--- src/rtl/led_mode_ctrl.sv ---
// Single-button LED controller: synchronise and debounce btn, classify short/long presses,
// step the OFF/ON/SLOW/FAST mode FSM and drive the matching blink pattern on led.
module led_mode_ctrl #(
    parameter int unsigned DEBOUNCE_CYC = 10,
    parameter int unsigned LONG_CYC     = 500,
    parameter int unsigned SLOW_HALF    = 250,
    parameter int unsigned FAST_HALF    = 50,
    parameter int unsigned CW           = 16
) (
    input  logic       clk,
    input  logic       rst,
    input  logic       btn,
    output logic       led,
    output logic [1:0] mode,
    output logic       press_short,
    output logic       press_long
);

    typedef enum logic [1:0] {
        StOff  = 2'd0,
        StOn   = 2'd1,
        StSlow = 2'd2,
        StFast = 2'd3
    } mode_e;

    localparam logic [CW-1:0] DB_LAST   = CW'(DEBOUNCE_CYC - 1);
    localparam logic [CW-1:0] LONG_LAST = CW'(LONG_CYC - 1);
    localparam logic [CW-1:0] SLOW_LAST = CW'(SLOW_HALF - 1);
    localparam logic [CW-1:0] FAST_LAST = CW'(FAST_HALF - 1);
    localparam logic [CW-1:0] CNT_ONE   = CW'(1);

    logic          r_sync1, r_sync2;
    logic          r_level, r_level_prev, r_armed;
    logic [CW-1:0] r_db_cnt;
    logic [CW-1:0] r_hold_cnt;
    logic          r_long_fired;
    logic          r_press_short, r_press_long;
    mode_e         r_state;
    logic [CW-1:0] r_blink_cnt;
    logic          r_led;

    logic          w_flip;
    logic          w_fall;
    mode_e         w_next;

    assign w_flip = r_armed && (r_sync2 != r_level) && (r_db_cnt == DB_LAST);
    assign w_fall = r_level_prev && !r_level;

    always_comb begin
        w_next = StOff;
        unique case (r_state)
            StOff:  w_next = StOn;
            StOn:   w_next = StSlow;
            StSlow: w_next = StFast;
            StFast: w_next = StOff;
        endcase
    end

    // Until armed, the debouncer only watches for a settled release so a press that
    // straddles reset can never be accepted.
    always_ff @(posedge clk) begin
        if (rst) begin
            r_sync1      <= 1'b0;
            r_sync2      <= 1'b0;
            r_level      <= 1'b0;
            r_level_prev <= 1'b0;
            r_armed      <= 1'b0;
            r_db_cnt     <= '0;
        end else begin
            r_sync1      <= btn;
            r_sync2      <= r_sync1;
            r_level_prev <= r_level;
            if (!r_armed) begin
                if (r_sync2) begin
                    r_db_cnt <= '0;
                end else if (r_db_cnt == DB_LAST) begin
                    r_armed  <= 1'b1;
                    r_db_cnt <= '0;
                end else begin
                    r_db_cnt <= r_db_cnt + CNT_ONE;
                end
            end else if (r_sync2 != r_level) begin
                if (w_flip) begin
                    r_level  <= ~r_level;
                    r_db_cnt <= '0;
                end else begin
                    r_db_cnt <= r_db_cnt + CNT_ONE;
                end
            end else begin
                r_db_cnt <= '0;
            end
        end
    end

    always_ff @(posedge clk) begin
        if (rst) begin
            r_hold_cnt    <= '0;
            r_long_fired  <= 1'b0;
            r_press_short <= 1'b0;
            r_press_long  <= 1'b0;
        end else begin
            r_press_short <= w_fall && !r_long_fired;
            r_press_long  <= 1'b0;
            if (w_flip && !r_level) begin
                r_hold_cnt   <= '0;
                r_long_fired <= 1'b0;
            end else if (r_level) begin
                if (r_hold_cnt != LONG_LAST) begin
                    r_hold_cnt <= r_hold_cnt + CNT_ONE;
                end else if (!r_long_fired) begin
                    r_press_long <= 1'b1;
                    r_long_fired <= 1'b1;
                end
            end
        end
    end

    always_ff @(posedge clk) begin
        if (rst) begin
            r_state     <= StOff;
            r_blink_cnt <= '0;
            r_led       <= 1'b0;
        end else if (r_press_short) begin
            r_state     <= w_next;
            r_blink_cnt <= '0;
            r_led       <= (w_next != StOff);
        end else if (r_press_long) begin
            r_state     <= StOff;
            r_blink_cnt <= '0;
            r_led       <= 1'b0;
        end else begin
            unique case (r_state)
                StOff: begin
                    r_blink_cnt <= '0;
                    r_led       <= 1'b0;
                end
                StOn: begin
                    r_blink_cnt <= '0;
                    r_led       <= 1'b1;
                end
                StSlow: begin
                    if (r_blink_cnt == SLOW_LAST) begin
                        r_blink_cnt <= '0;
                        r_led       <= ~r_led;
                    end else begin
                        r_blink_cnt <= r_blink_cnt + CNT_ONE;
                    end
                end
                StFast: begin
                    if (r_blink_cnt == FAST_LAST) begin
                        r_blink_cnt <= '0;
                        r_led       <= ~r_led;
                    end else begin
                        r_blink_cnt <= r_blink_cnt + CNT_ONE;
                    end
                end
            endcase
        end
    end

    assign led         = r_led;
    assign mode        = r_state;
    assign press_short = r_press_short;
    assign press_long  = r_press_long;

endmodule

--- config.mk ---
export PLATFORM = sky130hd
export DESIGN_NAME = led_mode_ctrl
export DESIGN_NICKNAME = d
export VERILOG_FILES = /design/src/rtl/led_mode_ctrl.sv
export SDC_FILE = /design/constraint.sdc
export NUM_CORES = 1
export LEC_CHECK = 0
export CAP_MARGIN = 20
export CORE_MARGIN = 1.5
export CORE_UTILIZATION = 54
export CTS_BUF_LIST = sky130_fd_sc_hd__clkbuf_16
export DETAILED_ROUTE_END_ITERATION = 6
export PLACE_DENSITY = 0.74
export SYNTH_ARGS = -nofsm -noshare
export SYNTH_HDL_FRONTEND = slang
export SYNTH_SLANG_ARGS = --single-unit
--- constraint.sdc ---
create_clock -name clk -period 1.55 [get_ports clk]
set_input_delay 0.31 -clock clk [delete_from_list [all_inputs] [get_ports clk]]
set_output_delay 0.31 -clock clk [all_outputs]
set_load 0.01 [all_outputs]
# [Word level (Yosys, flattened, before mapping)]
# Index checks and enable logic that the tools add are counted.
[word_totals] regBits=59 latchBits=0 ramBits=0 mem_bits_ro=0 input_bits=3 out_inout_bits=5 elab_cells=67 mem_count=0
[op_classes] add_sub_neg=3 multipliers=0 div_mod_pow=0 n_lt_le_gt_ge=0 n_eq_ne=10 shifts=0 muxes=20 bitwise_logic=3 n_reduce_logical=18
[op_table] operator="16-bit 2-to-1 mux" n=7
[op_table] operator="16-bit by 1-bit adder with 16-bit output, second input constant" n=3
[op_table] operator="16-bit one-hot mux with 3 select lines" n=1
[op_table] operator="16-bit by 4-bit equality test with 1-bit output, second input constant" n=1
[op_table] operator="16-bit by 6-bit equality test with 1-bit output, second input constant" n=1
[op_table] operator="16-bit by 8-bit equality test with 1-bit output, second input constant" n=1
[op_table] operator="16-bit by 9-bit != test with 1-bit output, second input constant" n=1
[op_table] operator="1-bit 2-to-1 mux" n=8
[op_table] operator="4-bit != test, second input constant" n=2
[op_table] operator="2-bit one-hot mux with 4 select lines" n=1
[op_table] operator="2-bit AND reduction" n=3
[op_table] operator="1-bit logical AND" n=5
[op_table] operator="2-bit equality test, second input constant" n=2
[op_table] operator="2-bit 2-to-1 mux" n=2
[op_table] operator="1-bit one-hot mux with 4 select lines" n=1
[op_table] operator="2-bit nonzero test" n=2
[op_table] operator="2-bit OR reduction" n=2
[op_table] operator="4-bit OR reduction" n=1
[op_table] operator="1-bit NOT" n=3
[op_table] operator="3-bit AND reduction" n=1
[op_table] operator="3-bit OR reduction" n=1
[op_table] operator="2-bit by 1-bit equality test with 1-bit output, second input constant" n=1
[op_table] operator="1-bit logical NOT" n=2
[op_table] operator="2-bit logical NOT" n=1
[op_table] operator="1-bit != test" n=1

# [Depth between registers and ports, before layout]
# Gate-level depths: netlist of run 1.
[logic_depth] word_depth=6 ltp_mapped=7 ltp_nobuf=6

# [Worst setup path after synthesis of run 1]
# OpenSTA, ideal clock, no wires.
[synth_path] path_kind="register to register" start="reg r_state[0] (netlist: mode[0])" end="reg r_blink_cnt[10]" setup_time_ns=0.117 arrival_ns=1.577 required_time_ns=1.433 setup_slack_ns=-0.144 path_stages_with_launch=8 path_buffers=1 period_less_slack_ns=1.694 path_cell_list="dfxtp_1 > inv_1 > ha_1 > nor4_1 > nor3_1 > o21ai_1 > buf_2 > nor2_1"
[synth_between] elab_chain_len=3 word_cells_on_any_way=6 cone_classes="eq/ne (3); mux (1); reduce/logical (2)"
[synth_lines] element="start: declaration" line="38" text="mode_e r_state;"
[synth_lines] element="start signal: assignment" line="120" text="r_state <= StOff;"
[synth_lines] element="start signal: assignment" line="124" text="r_state <= w_next;"
[synth_lines] element="start signal: assignment" line="128" text="r_state <= StOff;"
[synth_lines] element="2-bit by 1-bit equality test with 1-bit output or 2-bit logical NOT (tied branches)" line="132" text="unique case (r_state)"
[synth_lines] element="2-bit OR reduction (no line)"
[synth_lines] element="16-bit one-hot mux with 3 select lines *" line="132"
[synth_lines] element="end signal: assignment" line="146" text="r_blink_cnt <= r_blink_cnt + CNT_ONE;"
[synth_lines] element="end signal: assignment" line="154" text="r_blink_cnt <= r_blink_cnt + CNT_ONE;"
[synth_lines] element="end: declaration" line="39" text="logic [CW-1:0] r_blink_cnt;"
# Every way passes the cells marked *; elsewhere a longest branch is shown, timed or not.
# A chain may end at the register's enable or synchronous reset.

# [Final worst setup path of run 1]
[layout_path] start="reg r_hold_cnt[12]" end="reg r_hold_cnt[1]"
[layout_between] elab_chain_len=2
[layout_lines] element="start: declaration" line="35" text="logic [CW-1:0] r_hold_cnt;"
[layout_lines] element="start signal: assignment" line="109" text="r_hold_cnt <= r_hold_cnt + CNT_ONE;"
[layout_lines] element="16-bit by 9-bit != test with 1-bit output" line="108" text="if (r_hold_cnt != LONG_LAST) begin"
[layout_lines] element="2-bit AND reduction (no line)"
# Every way passes these cells.

==> results.toml, run 1 <==
[drt]
drtPass1Iterations = 4
drt_iter0_drc = 106
dr_total_vias = 2513
wl_um = 6940
wl_per_cell_um = 15.3
drcViolationCount = 0
ant_nets = 0
viasPerCell = 5.55

[cts]
clkLatencyLatePin_ns = 0.32
cts_buffers = 9
cts_buffer_depth = 2
cts-hold-fix-buffers = 0
cts_max_level = 3
clk_pin_slew_worst_paths_ns = 0.05
tritoncts = "yes"
root_buffer = "clkbuf_16"
clock_sinks = 59

[setup_path]
arrival_ns = 1.88
endpoint_kind = "flip-flop"
cp.required_ns = 1.76
r2r-start = "r_hold_cnt[12]"
startpoint_type = "flip-flop"
cp-startpoint = "r_hold_cnt[12]"
r2r_slack_ns = -0.11
crit_fanout = 5
crit_type = "reg2reg"

[layout]
nFillCells = 300
antenna_cells = 0
drive_gt1_frac = 0.326
regArea_mm2 = 0.00120
multi_input_area_mm2 = 0.00168
finalInstanceArea_mm2 = 0.00387
area.growth.synth_to_final_pct = 42.8
final_nets = 393

[sta]
fin_ws_ns = -0.115
period_minus_slack_ns = 1.66
period_share = 1.07
tightestPinTransition_ns = 0.439
max_freq_mhz = 601
slew_viol_final = 0
finalHoldViolCount = 0
setup_violations = 6
finalClockSkew_ns = 0.00540
slew-limit-headroom = 0.705
rsz0062_at_grt = "true"

[die]
die-area_mm2 = 0.00546
die_h_um = 73.9
floorplan.initialDensity = 0.567
coreArea_mm2 = 0.00479
die_x_um = 73.9
rows = 25
io_pins = 8

[placed_design]
gp_congestion = 0.799
place_ws_ns = -0.0862
dpl.hpwl_um = 4120
io_buffers = 7
placed_cell_area_mm2 = 0.00327

[min_path]
hp-start = "r_long_fired"
hp-class = "reg2reg"

[power_and_ir_drop]
power_density_mw_per_mm2 = 905
switching_share = 0.206
irDropWorstVdd_mv = 0.675
p_leak_nw = 1.41
clkPwrFrac = 0.540
p_seq_frac = 0.437
p_int_w = 0.00278
p_sw_w = 0.000722
pwr-share-comb = 0.023

[logic_synthesis]
synthTopCellsByCount = "dfxtp_1 (59), nor2_1 (45), xnor2_1 (23), nand3_1 (19), inv_1 (15)"
synth_most_common_cell = "dfxtp_1"
ys_ff_latch = 59
syn-cell-area_mm2 = 0.00271
yosys_most_used_dff = "dfxtp_1"
synth_cells = 310
synth-seq-area-share = 0.436
syn_nets = 322
synth_cell_types = 40
netlist_top_cells_area = "dfxtp_1 (44%), xnor2_1 (7.4%), nor2_1 (6.2%)"
yosysWarnings = 0
synth_edf_count = 0
async_flop_share = 0
synth_largest_area_cell = "dfxtp_1"
yosysTopAreaCellShare = 0.436
synth_area_per_cell_um2 = 8.75

[global_route]
antenna_found_initial = 0
grt_pass1_vias = 2340
grt_overflow = 0
grt_usage = 0.246
grt_max_degree = 18
grt_pass1_wl_um = 10200

[status]
violations = "negative setup slack"
status = "finished with violations"

[job]
maxCapViolCount = 0
[through the flow]
step | util | power, W | hold slack (ns) | setup TNS [ns] | instances
final | 0.809 | 0.00351 | 0.447 | -0.432 | 453
after global routing | 0.809 | 0.00361 | 0.463 | -0.959 | 453
after CTS | 0.759 | 0.00352 | 0.449 | -0.197 | 449
after detailed placement | 0.683 | 0.00164 | 0.429 | -0.360 | 430
after global placement | 0.683 | 0.00164 | 0.422 | -0.0353 | 430
after floorplan | - | 0.00160 | 0.414 | -0.0240 | 310
[layout make-up]
type	instances	area share
timing repair buffer	67	0.144
sequential	59	0.311
multi-input combinational	229	0.435
clock buffer	9	0.0582
inverter	15	0.0145
clock inverter	7	0.0155
tap	67	0.0216
[power by group through the flow]
stage	logic, W	registers [W]	clock network, W
global placement	0.0000756	0.00156	0
CTS	0.0000777	0.00153	0.00191
global route	0.0000882	0.00153	0.00199
detailed placement	0.0000769	0.00157	0
floorplan	0.0000330	0.00157	0
finish	0.0000807	0.00153	0.00189
[critical path, stage by stage, from the launching register on]
cell	delay, ns
dfxtp_2	0.33
or4_4	0.55
o41ai_4	0.21
buf_4	0.19
mux2i_2	0.23
nor2_2	0.04
[flip-flops by register name (all words and copies together), names as in the netlist]
signal / cells
r_armed: 1
r_sync1: 1
mode: 2
r_level_prev: 1
press_short: 1
r_sync2: 1
r_db_cnt: 16
led: 1
press_long: 1
r_long_fired: 1
r_blink_cnt: 16
r_level: 1
r_hold_cnt: 16
[metal layers]
| metal | GRT usage | share of wire |
|---|---|---|
| met1 | 0.293 | 0.43 |
| met2 | 0.417 | 0.52 |
| met3 | 0.0617 | 0.036 |
| met4 | 0.103 | 0.013 |
| met5 | 0 | 0 |
[path summary, 6_finish.rpt]
kind | endpoint | cells past startpoint
worst max-delay path | r_hold_cnt[1] | 5
worst min-delay path | press_long | 1
worst max register to register | r_hold_cnt[1] | 5
worst min register to register | press_long | 1
[cells by family after synthesis]
| group | Yosys count | synth area share |
|---|---|---|
| and+or+nand+nor | 150 | 0.294 |
| DFF | 59 | 0.436 |
| xor gates and xnor gates | 35 | 0.113 |
| AOI/OAI and AO/OA | 34 | 0.0798 |
| buffers and inverters | 22 | 0.0318 |
| adders and majority gates | 9 | 0.0415 |
| muxes | 1 | 0.00369 |
[what timing repair did]
item | in CTS | in global routing
gates cloned | 0 | 1
gates resized for setup | 17 | 49
buffers inserted | 3 | 3
endpoints found under the setup margin | 27 | 53
pin swaps | 5 | 9
[cell usage in the layout (no fill, tap or decap), types with 12 or more instances in the layout]
master / synthesis / routed
buf_4: 0 / 54
dfxtp_1: 59 / 45
dfxtp_2: 0 / 12
inv_1: 15 / 15
nand2_1: 12 / 12
nand3_1: 19 / 17
nand4_1: 14 / 14
nor2_1: 45 / 44
nor3_1: 14 / 12
xnor2_1: 23 / 23
xor2_1: 12 / 12
No activity file was read; power rests on OpenSTA's default activity.
==> run 2: changes to the inputs <==
--- a/config.mk
+++ b/config.mk
@@ -6,6 +6,7 @@
 export NUM_CORES = 1
 export LEC_CHECK = 0
 export CAP_MARGIN = 20
+export CORE_ASPECT_RATIO = 1.4
 export CORE_MARGIN = 1.5
 export CORE_UTILIZATION = 54
 export CTS_BUF_LIST = sky130_fd_sc_hd__clkbuf_16
==> run 2 against run 1 <==
Effect of this change:
- the flow still finishes with violations (negative setup slack)
- maximum frequency fell by 3.0%
- setup slack got worse by 0.052 ns
- total power up 0.29%
- utilization grew 5.2 points
- clock power barely moved
- sequential share of layout area decreased by 1.9 points
- design area up 7.6%
- largest cell class unchanged
- largest power group unchanged
==> results.toml, run 2 (synthesized netlist as in run 1, its figures left out) <==
[drt]
dr_total_vias = 2815
wl_um = 9500
viasPerCell = 6.21
drcViolationCount = 0
drt_iter0_drc = 207
ant_nets = 0
wl_per_cell_um = 21.0
drtPass1Iterations = 4

[sta]
tightestPinTransition_ns = 0.462
period_minus_slack_ns = 1.72
fin_ws_ns = -0.167
period_share = 1.11
finalHoldViolCount = 0
rsz0062_at_grt = "true"
max_freq_mhz = 583
slew-limit-headroom = 0.691
finalClockSkew_ns = 0.00713
tns_ns = -2.04
slew_viol_final = 0
holdWs_ns = 0.466
setup_violations = 33

[cts]
clk_pin_slew_worst_paths_ns = 0.05
clock_sinks = 59
cts_max_level = 3
tritoncts = "yes"
cts_buffer_depth = 2
clkLatencyLatePin_ns = 0.33
cts-hold-fix-buffers = 0
cts_buffers = 9
root_buffer = "clkbuf_16"

[global_route]
grt_max_degree = 18
grt_usage = 0.264
grt_pass1_wl_um = 11300
grt_pass1_vias = 2534
grt_overflow = 0
antenna_found_initial = 0

[setup_path]
cp_slowest_cell = "or4_4"
crit_chain = "or4_4 > o41ai_4 > buf_6 > mux2i_2 > nor2_2"
cp.required_ns = 1.76
arrival_ns = 1.93
r2r_end = "r_hold_cnt[1]"
startpoint_type = "flip-flop"
worst-path-buf-inv = 1
r2r-start = "r_hold_cnt[12]"
endpoint_kind = "flip-flop"
ff2ff_path_depth = 5
critPathCapture = "r_hold_cnt[1]"
crit_fanout = 6
r2r_slack_ns = -0.17
cp_top_family = "simple AND/OR/NAND/NOR gates"
crit_type = "reg2reg"
slowest_delay_ns = 0.57
cp-startpoint = "r_hold_cnt[12]"
crit_cells = 5

[layout]
area.growth.synth_to_final_pct = 53.7
layout_common_cells = "buf_4 (54), dfxtp_1 (38), xnor2_1 (23), nor2_1 (23)"
antenna_cells = 0
fin_cells = 453
final_nets = 396
nFillCells = 220
drive_gt1_frac = 0.419
reg_top3 = "r_blink_cnt x16, r_db_cnt x16, r_hold_cnt x16"
finalInstanceArea_mm2 = 0.00417
final_common_cell = "buf_4"

[power_and_ir_drop]
p_sw_w = 0.000725
switching_share = 0.206
clkPwrFrac = 0.531
irDropWorstVdd_mv = 0.755
p_seq_frac = 0.436
power_density_mw_per_mm2 = 844
p_int_w = 0.00279
p_leak_nw = 1.49
pwr-share-comb = 0.033

[status]
violations = "negative setup slack"
status = "finished with violations"

[placed_design]
gp_congestion = 0.809
dpl.hpwl_um = 4230
io_buffers = 7
placed_cell_area_mm2 = 0.00327
dp_cells = 428

[job]
maxCapViolCount = 0

[die]
die_h_um = 86.8
die_x_um = 62.9
rows = 30
die-area_mm2 = 0.00546
coreArea_mm2 = 0.00484
io_pins = 8
floorplan.initialDensity = 0.560

[min_path]
hp-class = "reg2reg"
## run 2: cell types whose count changed in the layout (fill, tap and decap cells not counted), moves of 3 or more
cell	delta
dfxtp_2	+5
nor2_4	+16
nor2_1	-21
a21oi_2	+3
clkbuf_16	+3
nor2_2	+5
dfxtp_1	-7
nor4_1	-3
a21oi_1	-3
## run 2: area by class of cell
class,count,area (µm²),area share
clock buffer,9,225,0.0540
multi-input combinational,229,1890,0.453
sequential,59,1220,0.292
inverter,15,56.3,0.0135
timing repair buffer,70,646,0.155
tap,64,80.1,0.0192
clock inverter,7,53.8,0.0129
## run 2: metal layers
metal  track usage  routed length [µm]  vias up
met1         0.292                3580     1372
met5             0                   0        -
met2         0.490                4940      143
met3        0.0351                 549       55
met4         0.131                 436        0
li1              -                   -     1245
## run 2: per-stage QoR
| stage | worst slack [ns] | total power (W) | util |
|---|---|---|---|
| 5_1_grt | -0.194 | 0.00359 | 0.861 |
| 4_1_cts | -0.0856 | 0.00348 | 0.755 |
| 6_report | -0.167 | 0.00352 | 0.861 |
| 3_5_place_dp | -0.170 | 0.00164 | 0.676 |
| 2_1_floorplan | -0.0240 | 0.00160 | - |
| 3_3_place_gp | -0.104 | 0.00164 | 0.676 |
## run 2: worst min path at each step
stage | cells past startpoint | to | start | slack [ns]
global placement | 1 | r_blink_cnt[0] | r_blink_cnt[0] | 0.44
finish | 1 | r_blink_cnt[0] | r_blink_cnt[0] | 0.47
floorplan | 1 | r_sync2 | r_sync1 | 0.41
CTS | 1 | press_short | r_level_prev | 0.47
detailed placement | 1 | press_short | r_long_fired | 0.45
global route | 1 | r_blink_cnt[0] | r_blink_cnt[0] | 0.47
## run 2: what timing repair did
action,4_1_cts,5_1_grt
setup endpoints to repair,50,55
gates cloned,0,3
pin swaps,7,32
setup buffers,4,3
gates resized for setup,19,102
## run 2: power groups by stage
stage / Clock, W / Sequential, W / Combinational, W
floorplan: 0 / 0.00157 / 0.0000330
detailed placement: 0 / 0.00156 / 0.0000794
global route: 0.00193 / 0.00153 / 0.000123
CTS: 0.00186 / 0.00154 / 0.0000816
global placement: 0 / 0.00156 / 0.0000782
finish: 0.00187 / 0.00153 / 0.000116
